===== src/rtl/cpu_bus_bridge_if.sv =====
// Bus side of the CPU bridge: one outstanding address/data-phase transaction.
interface cpu_bus_bridge_if;
    localparam int unsigned AW = 32;
    localparam int unsigned DW = 32;

    logic          bus_req;
    logic          bus_wr;
    logic [1:0]    bus_size;
    logic [AW-1:0] bus_addr;
    logic [DW-1:0] bus_wdata;
    logic          bus_addr_ok;
    logic          bus_data_ok;
    logic [DW-1:0] bus_rdata;

    modport master (
        output bus_req, bus_wr, bus_size, bus_addr, bus_wdata,
        input  bus_addr_ok, bus_data_ok, bus_rdata
    );

    modport slave (
        input  bus_req, bus_wr, bus_size, bus_addr, bus_wdata,
        output bus_addr_ok, bus_data_ok, bus_rdata
    );
endinterface


===== src/rtl/cpu_bus_bridge.sv =====
// Arbitrates fetch and MEM-stage accesses onto a single-outstanding split-phase bus.
// Data has priority; results are kept until the pipeline stops stalling.
module cpu_bus_bridge #(
    parameter bit UNCACHE_MAP = 1'b1
) (
    input  logic        clk,
    input  logic        rst,
    input  logic        inst_req,
    input  logic [31:0] inst_addr,
    output logic [31:0] inst_rdata,
    output logic        stallreq_from_if,
    input  logic        data_en,
    input  logic [3:0]  data_wen,
    input  logic [31:0] data_addr,
    input  logic [31:0] data_wdata,
    output logic [31:0] data_rdata,
    output logic        stallreq_from_mem,
    input  logic        longest_stall,
    cpu_bus_bridge_if.master bus
);
    localparam int unsigned AW = 32;
    localparam int unsigned DW = 32;

    typedef enum logic [2:0] {IDLE, D_ADDR, D_DATA, I_ADDR, I_DATA} state_t;

    state_t        state_q;
    logic [AW-1:0] addr_q;
    logic [DW-1:0] inst_rdata_q;
    logic [DW-1:0] data_rdata_q;
    logic          inst_done_q;
    logic          data_done_q;
    logic          req_q;
    logic          wr_q;
    logic [1:0]    size_q;
    logic [AW-1:0] baddr_q;
    logic [DW-1:0] wdata_q;

    logic inst_pend, data_pend, inst_hit, data_hit;

    // Unmapped uncached segment: strip the segment bits, compare virtual elsewhere.
    function automatic logic [AW-1:0] phys(input logic [AW-1:0] va);
        if (UNCACHE_MAP && va[31:30] == 2'b10) return {3'b000, va[28:0]};
        return va;
    endfunction

    function automatic logic [1:0] wsize(input logic [3:0] wen);
        case (wen)
            4'b1111:          return 2'd2;
            4'b0011, 4'b1100: return 2'd1;
            default:          return 2'd0;
        endcase
    endfunction

    function automatic logic [1:0] woff(input logic [3:0] wen);
        if (wen[0]) return 2'd0;
        if (wen[1]) return 2'd1;
        if (wen[2]) return 2'd2;
        if (wen[3]) return 2'd3;
        return 2'd0;
    endfunction

    assign inst_pend = inst_req & ~inst_done_q;
    assign data_pend = data_en & ~data_done_q;
    // A completing transaction only counts if the requester still wants that address.
    assign inst_hit  = (state_q == I_DATA) & bus.bus_data_ok & inst_req & (inst_addr == addr_q);
    assign data_hit  = (state_q == D_DATA) & bus.bus_data_ok & data_en & (data_addr == addr_q);

    assign stallreq_from_if  = rst & inst_pend;
    assign stallreq_from_mem = rst & data_pend;
    assign inst_rdata        = inst_rdata_q;
    assign data_rdata        = data_rdata_q;
    assign bus.bus_req       = req_q;
    assign bus.bus_wr        = wr_q;
    assign bus.bus_size      = size_q;
    assign bus.bus_addr      = baddr_q;
    assign bus.bus_wdata     = wdata_q;

    always_ff @(posedge clk or negedge rst) begin
        if (!rst) begin
            state_q      <= IDLE;
            addr_q       <= '0;
            inst_rdata_q <= '0;
            data_rdata_q <= '0;
            inst_done_q  <= 1'b0;
            data_done_q  <= 1'b0;
            req_q        <= 1'b0;
            wr_q         <= 1'b0;
            size_q       <= 2'd0;
            baddr_q      <= '0;
            wdata_q      <= '0;
        end else begin
            // Done flags live only while the pipeline is frozen.
            inst_done_q <= longest_stall & (inst_done_q | inst_hit);
            data_done_q <= longest_stall & (data_done_q | data_hit);
            if (inst_hit) inst_rdata_q <= bus.bus_rdata;
            if (data_hit && !wr_q) data_rdata_q <= bus.bus_rdata;

            case (state_q)
                IDLE: begin
                    if (data_pend) begin
                        state_q <= D_ADDR;
                        req_q   <= 1'b1;
                        addr_q  <= data_addr;
                        wr_q    <= |data_wen;
                        wdata_q <= data_wdata;
                        if (|data_wen) begin
                            size_q  <= wsize(data_wen);
                            baddr_q <= phys({data_addr[31:2], woff(data_wen)});
                        end else begin
                            size_q  <= 2'd2;
                            baddr_q <= phys({data_addr[31:2], 2'b00});
                        end
                    end else if (inst_pend) begin
                        state_q <= I_ADDR;
                        req_q   <= 1'b1;
                        addr_q  <= inst_addr;
                        wr_q    <= 1'b0;
                        wdata_q <= '0;
                        size_q  <= 2'd2;
                        baddr_q <= phys({inst_addr[31:2], 2'b00});
                    end
                end
                D_ADDR: if (bus.bus_addr_ok) begin
                    req_q   <= 1'b0;
                    state_q <= D_DATA;
                end
                I_ADDR: if (bus.bus_addr_ok) begin
                    req_q   <= 1'b0;
                    state_q <= I_DATA;
                end
                D_DATA, I_DATA: if (bus.bus_data_ok) state_q <= IDLE;
                default: state_q <= IDLE;
            endcase
        end
    end
endmodule


===== src/flat_wrapper.sv =====
// flat-port wrapper written by rule: the top's interface ports become plain ports
module cpu_bus_bridge_flat 
#(
    parameter bit UNCACHE_MAP = 1'b1
)
  (clk, rst, inst_req, inst_addr, inst_rdata, stallreq_from_if, data_en, data_wen, data_addr, data_wdata, data_rdata, stallreq_from_mem, longest_stall, bus_bus_req, bus_bus_wr, bus_bus_size, bus_bus_addr, bus_bus_wdata, bus_bus_addr_ok, bus_bus_data_ok, bus_bus_rdata);
  cpu_bus_bridge_if bus_i ();
  input  logic clk;
  input  logic rst;
  input  logic inst_req;
  input  logic [31:0] inst_addr;
  output logic [31:0] inst_rdata;
  output logic stallreq_from_if;
  input  logic data_en;
  input  logic [3:0] data_wen;
  input  logic [31:0] data_addr;
  input  logic [31:0] data_wdata;
  output logic [31:0] data_rdata;
  output logic stallreq_from_mem;
  input  logic longest_stall;
  output wire logic [$bits(bus_i.bus_req)-1:0] bus_bus_req;
  output wire logic [$bits(bus_i.bus_wr)-1:0] bus_bus_wr;
  output wire logic [$bits(bus_i.bus_size)-1:0] bus_bus_size;
  output wire logic [$bits(bus_i.bus_addr)-1:0] bus_bus_addr;
  output wire logic [$bits(bus_i.bus_wdata)-1:0] bus_bus_wdata;
  input wire logic [$bits(bus_i.bus_addr_ok)-1:0] bus_bus_addr_ok;
  input wire logic [$bits(bus_i.bus_data_ok)-1:0] bus_bus_data_ok;
  input wire logic [$bits(bus_i.bus_rdata)-1:0] bus_bus_rdata;
  assign bus_bus_req = bus_i.bus_req;
  assign bus_bus_wr = bus_i.bus_wr;
  assign bus_bus_size = bus_i.bus_size;
  assign bus_bus_addr = bus_i.bus_addr;
  assign bus_bus_wdata = bus_i.bus_wdata;
  assign bus_i.bus_addr_ok = bus_bus_addr_ok;
  assign bus_i.bus_data_ok = bus_bus_data_ok;
  assign bus_i.bus_rdata = bus_bus_rdata;
  cpu_bus_bridge #(.UNCACHE_MAP(UNCACHE_MAP)) u_core (.clk(clk), .rst(rst), .inst_req(inst_req), .inst_addr(inst_addr), .inst_rdata(inst_rdata), .stallreq_from_if(stallreq_from_if), .data_en(data_en), .data_wen(data_wen), .data_addr(data_addr), .data_wdata(data_wdata), .data_rdata(data_rdata), .stallreq_from_mem(stallreq_from_mem), .longest_stall(longest_stall), .bus(bus_i));
endmodule

===== config.mk =====
export PLATFORM = sky130hd
export DESIGN_NAME = cpu_bus_bridge_flat
export DESIGN_NICKNAME = d
export VERILOG_FILES = /design/src/rtl/cpu_bus_bridge_if.sv /design/src/rtl/cpu_bus_bridge.sv /design/src/flat_wrapper.sv
export SDC_FILE = /design/constraint.sdc
export NUM_CORES = 1
export LEC_CHECK = 0
export CAP_MARGIN = 25
export CORE_MARGIN = 8
export CORE_UTILIZATION = 30
export CTS_CLUSTER_SIZE = 14
export DETAILED_ROUTE_END_ITERATION = 7
export PLACE_DENSITY = 0.65
export SLEW_MARGIN = 25
export SYNTH_ARGS = -nofsm -noshare
export SYNTH_HDL_FRONTEND = slang
export SYNTH_SLANG_ARGS = --single-unit

===== constraint.sdc =====
create_clock -name clk -period 2.8 [get_ports clk]
set_input_delay 0.84 -clock clk [delete_from_list [all_inputs] [get_ports clk]]
set_output_delay 0.84 -clock clk [all_outputs]
set_load 0.005 [all_outputs]

Word-level counts from Yosys, hierarchy flattened
Index checks and enable logic that the tools add are counted.
W data, S select, Z words.
{ "word_totals": {"register_bits": 169, "latch_bits": 0, "mem_bits_rw": 0, "romBits": 0, "input_bits": 139, "output_inout_bits": 134, "word_cells": 128, "n_memories": 0} }
{ "classes": {"addsub": 0, "multipliers": 0, "n_div": 0, "magnitude_cmp": 0, "eq_ne": 16, "shift": 0, "muxes": 73, "n_bitwise": 16, "reduce_logical": 12} }
{ "op_table": {"columns": ["cell", "n"], "rows": [
  ["$mux W32", 13],
  ["$eq A32 B32 Y1", 2],
  ["$mux W1", 38],
  ["$mux W2", 14],
  ["$mux W3", 5],
  ["$and A1 B1 Y1", 12],
  ["$pmux W3 S4", 1],
  ["$eq A4 B4 Y1 const B", 2],
  ["$eq A3 B2 Y1 const B", 2],
  ["$ne A2 B2 Y1 const B", 3],
  ["$reduce_or A2 Y1", 3],
  ["$eq A2 B2 Y1 const B", 2],
  ["$eq A4 B2 Y1 const B", 1],
  ["$pmux W2 S2", 1],
  ["$reduce_and A4 Y1", 1],
  ["$reduce_bool A2 Y1", 2],
  ["$reduce_or A4 Y1", 1],
  ["$eq A3 B1 Y1 const B", 1],
  ["$eq A3 B3 Y1 const B", 1],
  ["$logic_not A3 Y1", 1],
  ["$ne A3 B1 Y1 const B", 1],
  ["$reduce_and A3 Y1", 1],
  ["$ne A2 B1 Y1 const B", 1],
  ["$not A1 Y1", 2],
  ["other kinds (5)", 6]
]} }

Longest topological paths before layout
Gate-level depths: netlist of run 1.
{ "depth": {"word_depth": 27, "depth_mapped": 8, "mapped_depth_nobuf": 5} }

Worst setup path after synthesis of run 1
Ideal clock, no wire load.
{ "synth_timing": {"path_kind": "input to register", "from": "in data_addr[25]", "to": "reg u_core.data_rdata_q[10], in the netlist u_core.data_rdata[10]", "setup_time_ns": 0.125, "arrival_time_ns": 2.567, "required_ns": 2.675, "setup_slack_ns": 0.108, "path_stages": 6, "path_buffers": 1, "cell_sequence": "xnor2_1 > nand4_1 > or4_4 > nor4_4 > buf_6 > mux2_2"} }
{ "synth_between": {"elab_chain_cells": 3} }
{ "synth_rtl": {"columns": ["item", "line_no", "source"], "rows": [
  ["from (decl)", "flat_wrapper.sv:16", "input logic [31:0] data_addr;"],
  ["$eq A32 B32 Y1", "cpu_bus_bridge.sv:66", "assign data_hit = (state_q == D_DATA) & bus.bus_data_ok & data_en & (data_addr == addr_q);"],
  ["$and A1 B1 Y1", "cpu_bus_bridge.sv:66", null],
  ["$logic_and A1 B1 Y1", "cpu_bus_bridge.sv:96", "if (data_hit && !wr_q) data_rdata_q <= bus.bus_rdata;"],
  ["to (signal assigned)", "cpu_bus_bridge.sv:96", null],
  ["to (decl)", "cpu_bus_bridge.sv:29", "logic [DW-1:0] data_rdata_q;"]
]} }
Every way passes these cells.
A chain may end at the register's enable or synchronous reset.

Final worst setup path of run 1
{ "layout_timing": {"from": "in inst_addr[11]", "to": "reg u_core.inst_rdata_q[30], in the netlist u_core.inst_rdata[30]"} }
{ "layout_between": {"elab_chain_cells": 2} }
{ "layout_rtl": {"columns": ["item", "line_no", "source"], "rows": [
  ["from (decl)", "flat_wrapper.sv:11", "input logic [31:0] inst_addr;"],
  ["$eq A32 B32 Y1", "cpu_bus_bridge.sv:65", "assign inst_hit = (state_q == I_DATA) & bus.bus_data_ok & inst_req & (inst_addr == addr_q);"],
  ["$and A1 B1 Y1", "cpu_bus_bridge.sv:65", null],
  ["to (signal assigned)", "cpu_bus_bridge.sv:95", "if (inst_hit) inst_rdata_q <= bus.bus_rdata;"],
  ["to (decl)", "cpu_bus_bridge.sv:28", "logic [DW-1:0] inst_rdata_q;"]
]} }
Every way passes these cells.

==> summary.md, run 1 <==
| Metric | Value |
|---|---|
| Status | finished clean |
| Vias in the first global route | 5566 |
| CP Data Arrival Time | 3.07 ns |
| Yosys Warn Count | 0 |
| Overall power | 8.42 mW |
| Seq cells post-synth | 142 |
| IO Count | 273 |
| Gate power share | 36.3% |
| HPWL Detailed | 16100 µm |
| Ys async rst share | 100% |
| Post-Syn Nets | 718 |
| Mean post-synth cell area | 11.3 µm² |
| Startpoint types | input pin |
| Rel. slew slack | 53.0% |
| Pwr dens | 809 nW/µm² |
| Clk pwr share | 27.3% |
| Routability Congestion | 0.795 |
| Register area share after synthesis | 54.1% |
| Routed WL per cell | 19.3 µm |
| FF-to-FF path depth | 7 |
| Critical Path RT | 3.10 ns |
| Setup crit end kind | flop |
| Die X | 164 µm |
| Max Fanout on Critical Path | 17 |
| Grt ovf | 0 |
| Crit path cell chain | clkdlybuf4s50_1 -> xnor2_1 -> nand4_1 -> or4_4 -> nor4_4 -> buf_4 -> buf_12 -> mux2_2 |
| Rows | 54 |
| Post-route ant nets | 0 |
| CTS tree | done |
| Bufs on Longest Clock Path | 2 |
| Crit path depth | 8 |
| DP Worst Slack | -0.589 ns |
| Slew Limit Fails | 0 |
| Total core area | 21700 µm² |
| Final cycle utilization of the critical path | 99.0% |
| Syn Inst Count | 579 |
| Hold Crit Class | flop to flop |
| Initial Util | 30.3% |
| Initial antenna violation count | 2 |
| Via count | 5405 |
| Max-capacitance violation count | 0 |
| Via density per instance | 4.72 |
| Setup CP Type | input pin to flop |
| Maximum VDD drop | 0.400 mV |
| Leakage | 4.63 nW |
| Total GRT Usage | 15.9% |
| Count of input and output buffers | 272 |
| Worst Skew | 0.00941 ns |
| H-tree levels | 4 |
| DRC | 0 |
| F_max | 361 MHz |
| # clock sinks | 142 |
| CP Buf/Inv Count | 3 |
| Clock-pin slew on the worst setup and hold paths | 0.06 ns |
| Root Driver | clkbuf_16 |
| Slowest cell on the critical path | or4_4 |
| Critical Path Max Stage Delay | 0.54 ns |
| Pin count of the biggest net entering global routing | 60 |
| Psw | 2.76 mW |
| Fin crit period | 2.77 ns |
| Die ar. | 26900 µm² |
| Top Family by Delay on Critical Path | buffers and inverters |
| Inserted Clock Buffers | 17 |
| First-pass GRT wire length | 32600 µm |
| Clk_lat worst skew | 0.42 ns |
| Register share of total power | 36.4% |
| Net count, final | 989 |
| Hold-fix buffers at CTS | 0 |
| PnR worst setup slack | 0.0272 ns |
| Hold Crit Depth | 2 |
| Mapped Area | 6570 µm² |
| DR iter-0 viols | 284 |
| Sw Ratio | 32.8% |
| Internal power | 5.66 mW |
| Ys flop type | dfrtp_1 |
| Fin Hold WS | 0.478 ns |
| Slew @ Worst Pin | 0.705 ns |
| Layout cells sized above 1 | 17.8% |
| Final setup violation count | 0 |
| TNS Setup | 0 ns |
| Hold violation count in the final report | 0 |
| Final WL | 22100 µm |
| Post-synth EDFFs | 0 |
| Die height | 164 µm |
| Library cells used by synthesis | 38 |
| Number of detailed-route iterations in the first pass | 4 |
| Area Overhead vs Synth | 58.5% |
==> kinds of logic (layout without fill, tap and decap cells) <==
kind of cell	after synthesis	count (layout)	share of synthesized area (%)
AOI/OAI and AO/OA	87	87	9.60
xor gates and xnor gates	61	61	8.14
buffers and inverters	67	351	5.89
DFF	142	142	54.1
muxes	65	65	11.1
other	0	2	0
and+or+nand+nor	157	157	11.1
==> power groups by stage <==
| stage | sequential, mW | combinational (mW) | clock (mW) |
|---|---|---|---|
| after detailed placement | 3.08 | 3.02 | 0 |
| final | 3.07 | 3.05 | 2.30 |
| after global placement | 3.06 | 3.00 | 0 |
| after CTS | 3.06 | 3.06 | 2.37 |
| after floorplan | 2.99 | 1.57 | 0 |
| after global routing | 3.14 | 3.33 | 2.46 |
==> per-layer routing <==
metal	track usage (%)	share of wire [%]
met1	20.0	43
met2	25.2	47
met3	5.24	7.5
met4	5.29	1.6
met5	0	0
==> final timing paths <==
path | start | end | slack, ns
setup / recovery | inst_addr[11] | u_core.inst_rdata[30]$_DFFE_PN0P_ | 0.03
hold / removal | u_core.bus.bus_addr[0]$_DFFE_PN0P_ | u_core.bus.bus_addr[0]$_DFFE_PN0P_ | 0.48
setup reg to reg | u_core.addr_q[25]$_DFFE_PN0P_ | u_core.data_rdata[11]$_DFFE_PN0P_ | 0.38
hold reg to reg | u_core.bus.bus_addr[0]$_DFFE_PN0P_ | u_core.bus.bus_addr[0]$_DFFE_PN0P_ | 0.48
max in group asynchronous | rst | u_core.addr_q[27]$_DFFE_PN0P_ | 1.23
min in group asynchronous | rst | u_core.inst_rdata[27]$_DFFE_PN0P_ | 0.49
==> state kept, by name, indices dropped and copies added (netlist names), 2 cells and up <==
| register | cells |
|---|---|
| u_core.addr_q | 32 |
| u_core.bus.bus_wdata | 32 |
| u_core.data_rdata | 32 |
| u_core.inst_rdata | 32 |
| u_core.bus.bus_addr | 5 |
| u_core.state_q | 3 |
| u_core.bus.bus_size | 2 |
==> through the flow <==
stage,std cells,instance area [µm²],util (%)
5_1_grt,1145,10400,48.0
4_1_cts,1140,10300,47.4
2_1_floorplan,579,6570,-
3_5_place_dp,1104,9590,44.2
3_3_place_gp,1104,9590,44.2
6_report,1145,10400,48.0
==> cell usage in the layout, fill, tap and decap left out, drive strengths merged, types with 2 or more instances in the layout <==
master / n
nor2b: 2
nor4: 14
o21a: 4
nor2: 39
nand2: 75
o22ai: 2
nand3: 8
clkbuf: 21
a31oi: 33
clkinvlp: 2
diode: 2
bufinv: 2
nand2b: 2
dfrtp: 142
clkdlybuf4s50: 251
and2: 3
dlygate4sd2: 13
dlymetal6s2s: 7
a22o: 33
inv: 10
or4: 2
mux2: 64
xor2: 47
clkinv: 6
xnor2: 14
buf: 39
o21ai: 7
a21oi: 3
nand4: 7
==> cell usage after synthesis, types with 2 or more instances <==
cell	count	area, µm²
a21oi_1	3	15.0
a22o_1	33	289
a31oi_1	33	206
and2_1	3	18.8
buf_1	5	18.8
buf_4	30	225
buf_6	3	33.8
clkbuf_1	21	78.8
dfrtp_1	142	3550
inv_1	8	30.0
mux2_1	3	33.8
mux2_2	61	687
nand2_1	75	282
nand2b_1	2	12.5
nand3_1	8	40.0
nand4_1	7	43.8
nor2_1	39	146
nor2b_1	2	12.5
nor4_1	12	75.1
nor4_4	2	42.5
o21a_1	4	30.0
o21ai_0	7	35.0
o22ai_1	2	12.5
xnor2_1	14	123
xor2_1	47	412
==> timing repair <==
action                                  CTS  global route
resized for setup                        21            18
pin swaps                                 2            12
endpoints found under the setup margin   66            54
buffers inserted                          2             2
cloned                                    2             1
endpoints found under the hold margin     0             0
==> area by class of cell <==
type | count | area [µm²]
clock inverters | 12 | 136
diodes | 2 | 5.00
flip-flops and latches | 142 | 3550
multi-input cells | 370 | 2730
repair buffers | 311 | 3140
fillers | 1984 | 11300
well taps | 280 | 350
clock buffers | 20 | 457
inverters | 8 | 30.0
==> worst register-to-register path: stages, from the launching register on <==
cell and delay [ns]:
dfrtp_1 0.43, xnor2_1 0.18, nand4_1 0.12, or4_4 0.57, nor4_4 0.31, buf_4 0.19, buf_16 0.16, mux2_2 0.35
Note: power is estimated with default switching activity, not from simulation.
==> run 2: changes to the inputs <==
--- a/config.mk
+++ b/config.mk
@@ -10,7 +10,7 @@
 export CORE_UTILIZATION = 30
 export CTS_CLUSTER_SIZE = 14
 export DETAILED_ROUTE_END_ITERATION = 7
-export PLACE_DENSITY = 0.65
+export PLACE_DENSITY = 0.67
 export SLEW_MARGIN = 25
 export SYNTH_ARGS = -nofsm -noshare
 export SYNTH_HDL_FRONTEND = slang
==> constraint.sdc (replaced) <==
create_clock -name clk -period 2.3 [get_ports clk]
set_input_delay 0.69 -clock clk [delete_from_list [all_inputs] [get_ports clk]]
set_output_delay 0.69 -clock clk [all_outputs]
set_load 0.005 [all_outputs]
==> run 2 against run 1 <==
Compared with the run above: the flow now finishes with violations (negative setup slack); global-route usage rose by 1.3 points; clock power is 33% higher; sequential share of layout area decreased by 2.3 points; clock skew is 0.0018 ns higher; die area unchanged; first-iteration DRC count decreased by 7.7%; final area rose by 7.4%; largest cell class unchanged; largest power group is now combinational logic.
==> summary.md, run 2 (synthesis gave the netlist of run 1 again) <==
| Metric | Value |
|---|---|
| Final cycle utilization of the critical path | 104% |
| Final instance area | 11200 µm² (+7.4%) |
| Slew Limit Fails | 0 (unchanged) |
| Via density per instance | 4.70 (-0.52%) |
| First-pass GRT wire length | 35100 µm (+7.7%) |
| Pwr dens | 990 nW/µm² (+22%) |
| Status | finished, violations left |
| Setup crit end kind | flop |
| Grt ovf | 0 (unchanged) |
| Slowest cell on the critical path | dfrtp_2 |
| Post-DP Area | 10000 µm² (+4.5%) |
| Psw | 3.56 mW (+29%) |
| Critical Path RT | 2.59 ns (-0.51 ns) |
| Pin count of the biggest net entering global routing | 67 (+12%) |
| Gate power share | 39.5% (+3.2 points) |
| PnR worst setup slack | -0.0969 ns (-0.124 ns) |
| Layout cells sized above 1 | 25.5% (+7.6 points) |
| Internal power | 7.50 mW (+33%) |
| Crit path depth | 9 (+1) |
| Hold-fix buffers at CTS | 0 (unchanged) |
| Initial Util | 30.3% (unchanged) |
| Die height | 164 µm (unchanged) |
| RSZ-0062 raised after global routing | yes |
| Final setup violation count | 45 (+45) |
| Final WL | 23700 µm (+7.4%) |
| IO Count | 273 (unchanged) |
| # clock sinks | 142 (unchanged) |
| Root Driver | clkbuf_16 |
| Setup CP Type | flop to flop |
| DR iter-0 viols | 262 (-7.7%) |
| Via count | 5565 (+3.0%) |
| Final core utilization | 51.5% (+3.5 points) |
| Failing checks | negative setup slack |
| Vias in the first global route | 5938 (+6.7%) |
| Worst Skew | 0.0112 ns (+0.00182 ns) |
| FF-to-FF path depth | 9 (+2) |
| Area Overhead vs Synth | 70.2% |
| Rel. slew slack | 42.9% (-10 points) |
| DRC | 0 (unchanged) |
| Clk pwr share | 27.6% (+0.3 points) |
| Total GRT Usage | 17.2% (+1.3 points) |
| Most numerous cell on the critical path | buf_6 |
| Rows | 54 (unchanged) |
| Routability Congestion | 0.780 (-1.9%) |
| Slew @ Worst Pin | 0.856 ns (+0.151 ns) |
| Commonest non-fill, non-tap cells in the layout | clkdlybuf4s50_1, dfrtp_1, nand2_1 |
| H-tree levels | 4 (unchanged) |
| Placed insts | 1134 (+2.7%) |
| R2R setup slack | -0.1 ns (-0.48 ns) |
| Die X | 164 µm (unchanged) |
| TNS Setup | -2.85 ns (-2.85 ns) |
| F_max | 417 MHz |
| Critical Path Max Stage Delay | 0.43 ns (-0.11 ns) |
| Net count, final | 1029 (+4.0%) |
| CP Data Arrival Time | 2.69 ns (-0.38 ns) |
| Top Family by Delay on Critical Path | simple AND/OR/NAND/NOR gates |
| Max-capacitance violation count | 0 (unchanged) |
| Routed WL per cell | 20.0 µm (+3.8%) |
| HPWL Detailed | 16900 µm (+5.0%) |
| Leakage | 5.07 nW (+9.5%) |
| Sw Ratio | 32.2% (-0.62 points) |
| Finished Layout Cells | 1185 (+3.5%) |
| Bufs on Longest Clock Path | 2 (unchanged) |
| Inserted Clock Buffers | 17 (unchanged) |
| Clock-pin slew on the worst setup and hold paths | 0.07 ns (about the same) |
| Hold Crit Class | input pin to asynchronous set/reset pin |
| Crit path cell chain | buf_6 -> xor2_1 -> nor4_1 -> nand3_2 -> nor4_4 -> buf_6 -> buf_6 -> buf_16 -> mux2_4 |
| Count of input and output buffers | 272 (unchanged) |
| Fin crit period | 2.40 ns |
| Die ar. | 26900 µm² (unchanged) |
| Overall power | 11.1 mW (+31%) |
| Maximum VDD drop | 0.424 mV (+6.1%) |
| CTS tree | done |
| Register share of total power | 32.9% (-3.5 points) |
| CP Buf/Inv Count | 4 (+1) |
| Hold violation count in the final report | 0 (unchanged) |
| Most common cell after layout, fill and taps aside | clkdlybuf4s50_1 |
| Initial antenna violation count | 4 (+2) |
| Total core area | 21700 µm² (unchanged) |
| Number of detailed-route iterations in the first pass | 4 (unchanged) |
| Max Fanout on Critical Path | 6 (-11) |
| Clk_lat worst skew | 0.42 ns (about the same) |
| Startpoint types | flop |
| Post-route ant nets | 0 (unchanged) |
run 2: through the flow:
stage / hold WS (ns) / setup WS, ns
CTS: 0.277 / -0.192
floorplan: 0.394 / -0.112
global placement: 0.466 / -0.819
global route: 0.294 / -0.149
finish: 0.284 / -0.0969
detailed placement: 0.470 / -0.872
run 2: final cells by class:
type	count	area, µm²
timing repair buffer	351	3490
sequential	142	3550
tap	280	350
inverter	8	30.0
clock inverter	14	204
antenna	2	5.00
multi-input combinational	370	3100
clock buffer	18	439
fill	1906	10500
run 2: layer usage:
metal	track usage (%)	vias up	wire, µm
li1	-	2618	-
met1	21.5	2723	10100
met2	28.4	203	11600
met3	4.76	19	1790
met4	5.21	2	255
met5	0	-	16
run 2: path summary, 6_finish.rpt:
check	end	from
worst max register to register	u_core.data_rdata[21]$_DFFE_PN0P_	u_core.addr_q[14]$_DFFE_PN0P_
max in group asynchronous	u_core.bus.bus_wdata[26]$_DFFE_PN0P_	rst
min in group clk	u_core.bus.bus_addr[1]$_DFFE_PN0P_	u_core.bus.bus_addr[1]$_DFFE_PN0P_
worst max-delay path	u_core.data_rdata[21]$_DFFE_PN0P_	u_core.addr_q[14]$_DFFE_PN0P_
worst min-delay path	u_core.data_rdata[3]$_DFFE_PN0P_	rst
worst min register to register	u_core.bus.bus_addr[1]$_DFFE_PN0P_	u_core.bus.bus_addr[1]$_DFFE_PN0P_
run 2: power groups by stage:
| stage | Sequential (mW) | Combinational (mW) | Clock (mW) |
|---|---|---|---|
| after global placement | 3.63 | 4.15 | 0 |
| after detailed placement | 3.65 | 4.18 | 0 |
| after global routing | 3.73 | 4.73 | 3.23 |
| after floorplan | 3.66 | 1.95 | 0 |
| final | 3.64 | 4.37 | 3.05 |
| after CTS | 3.64 | 4.34 | 3.12 |
run 2: timing repair:
item / 4_1_cts / 5_1_grt
resized for setup: 127 / 52
endpoints found under the setup margin: 67 / 66
cloned: 7 / 0
pin swaps: 33 / 25
buffers inserted: 14 / 3
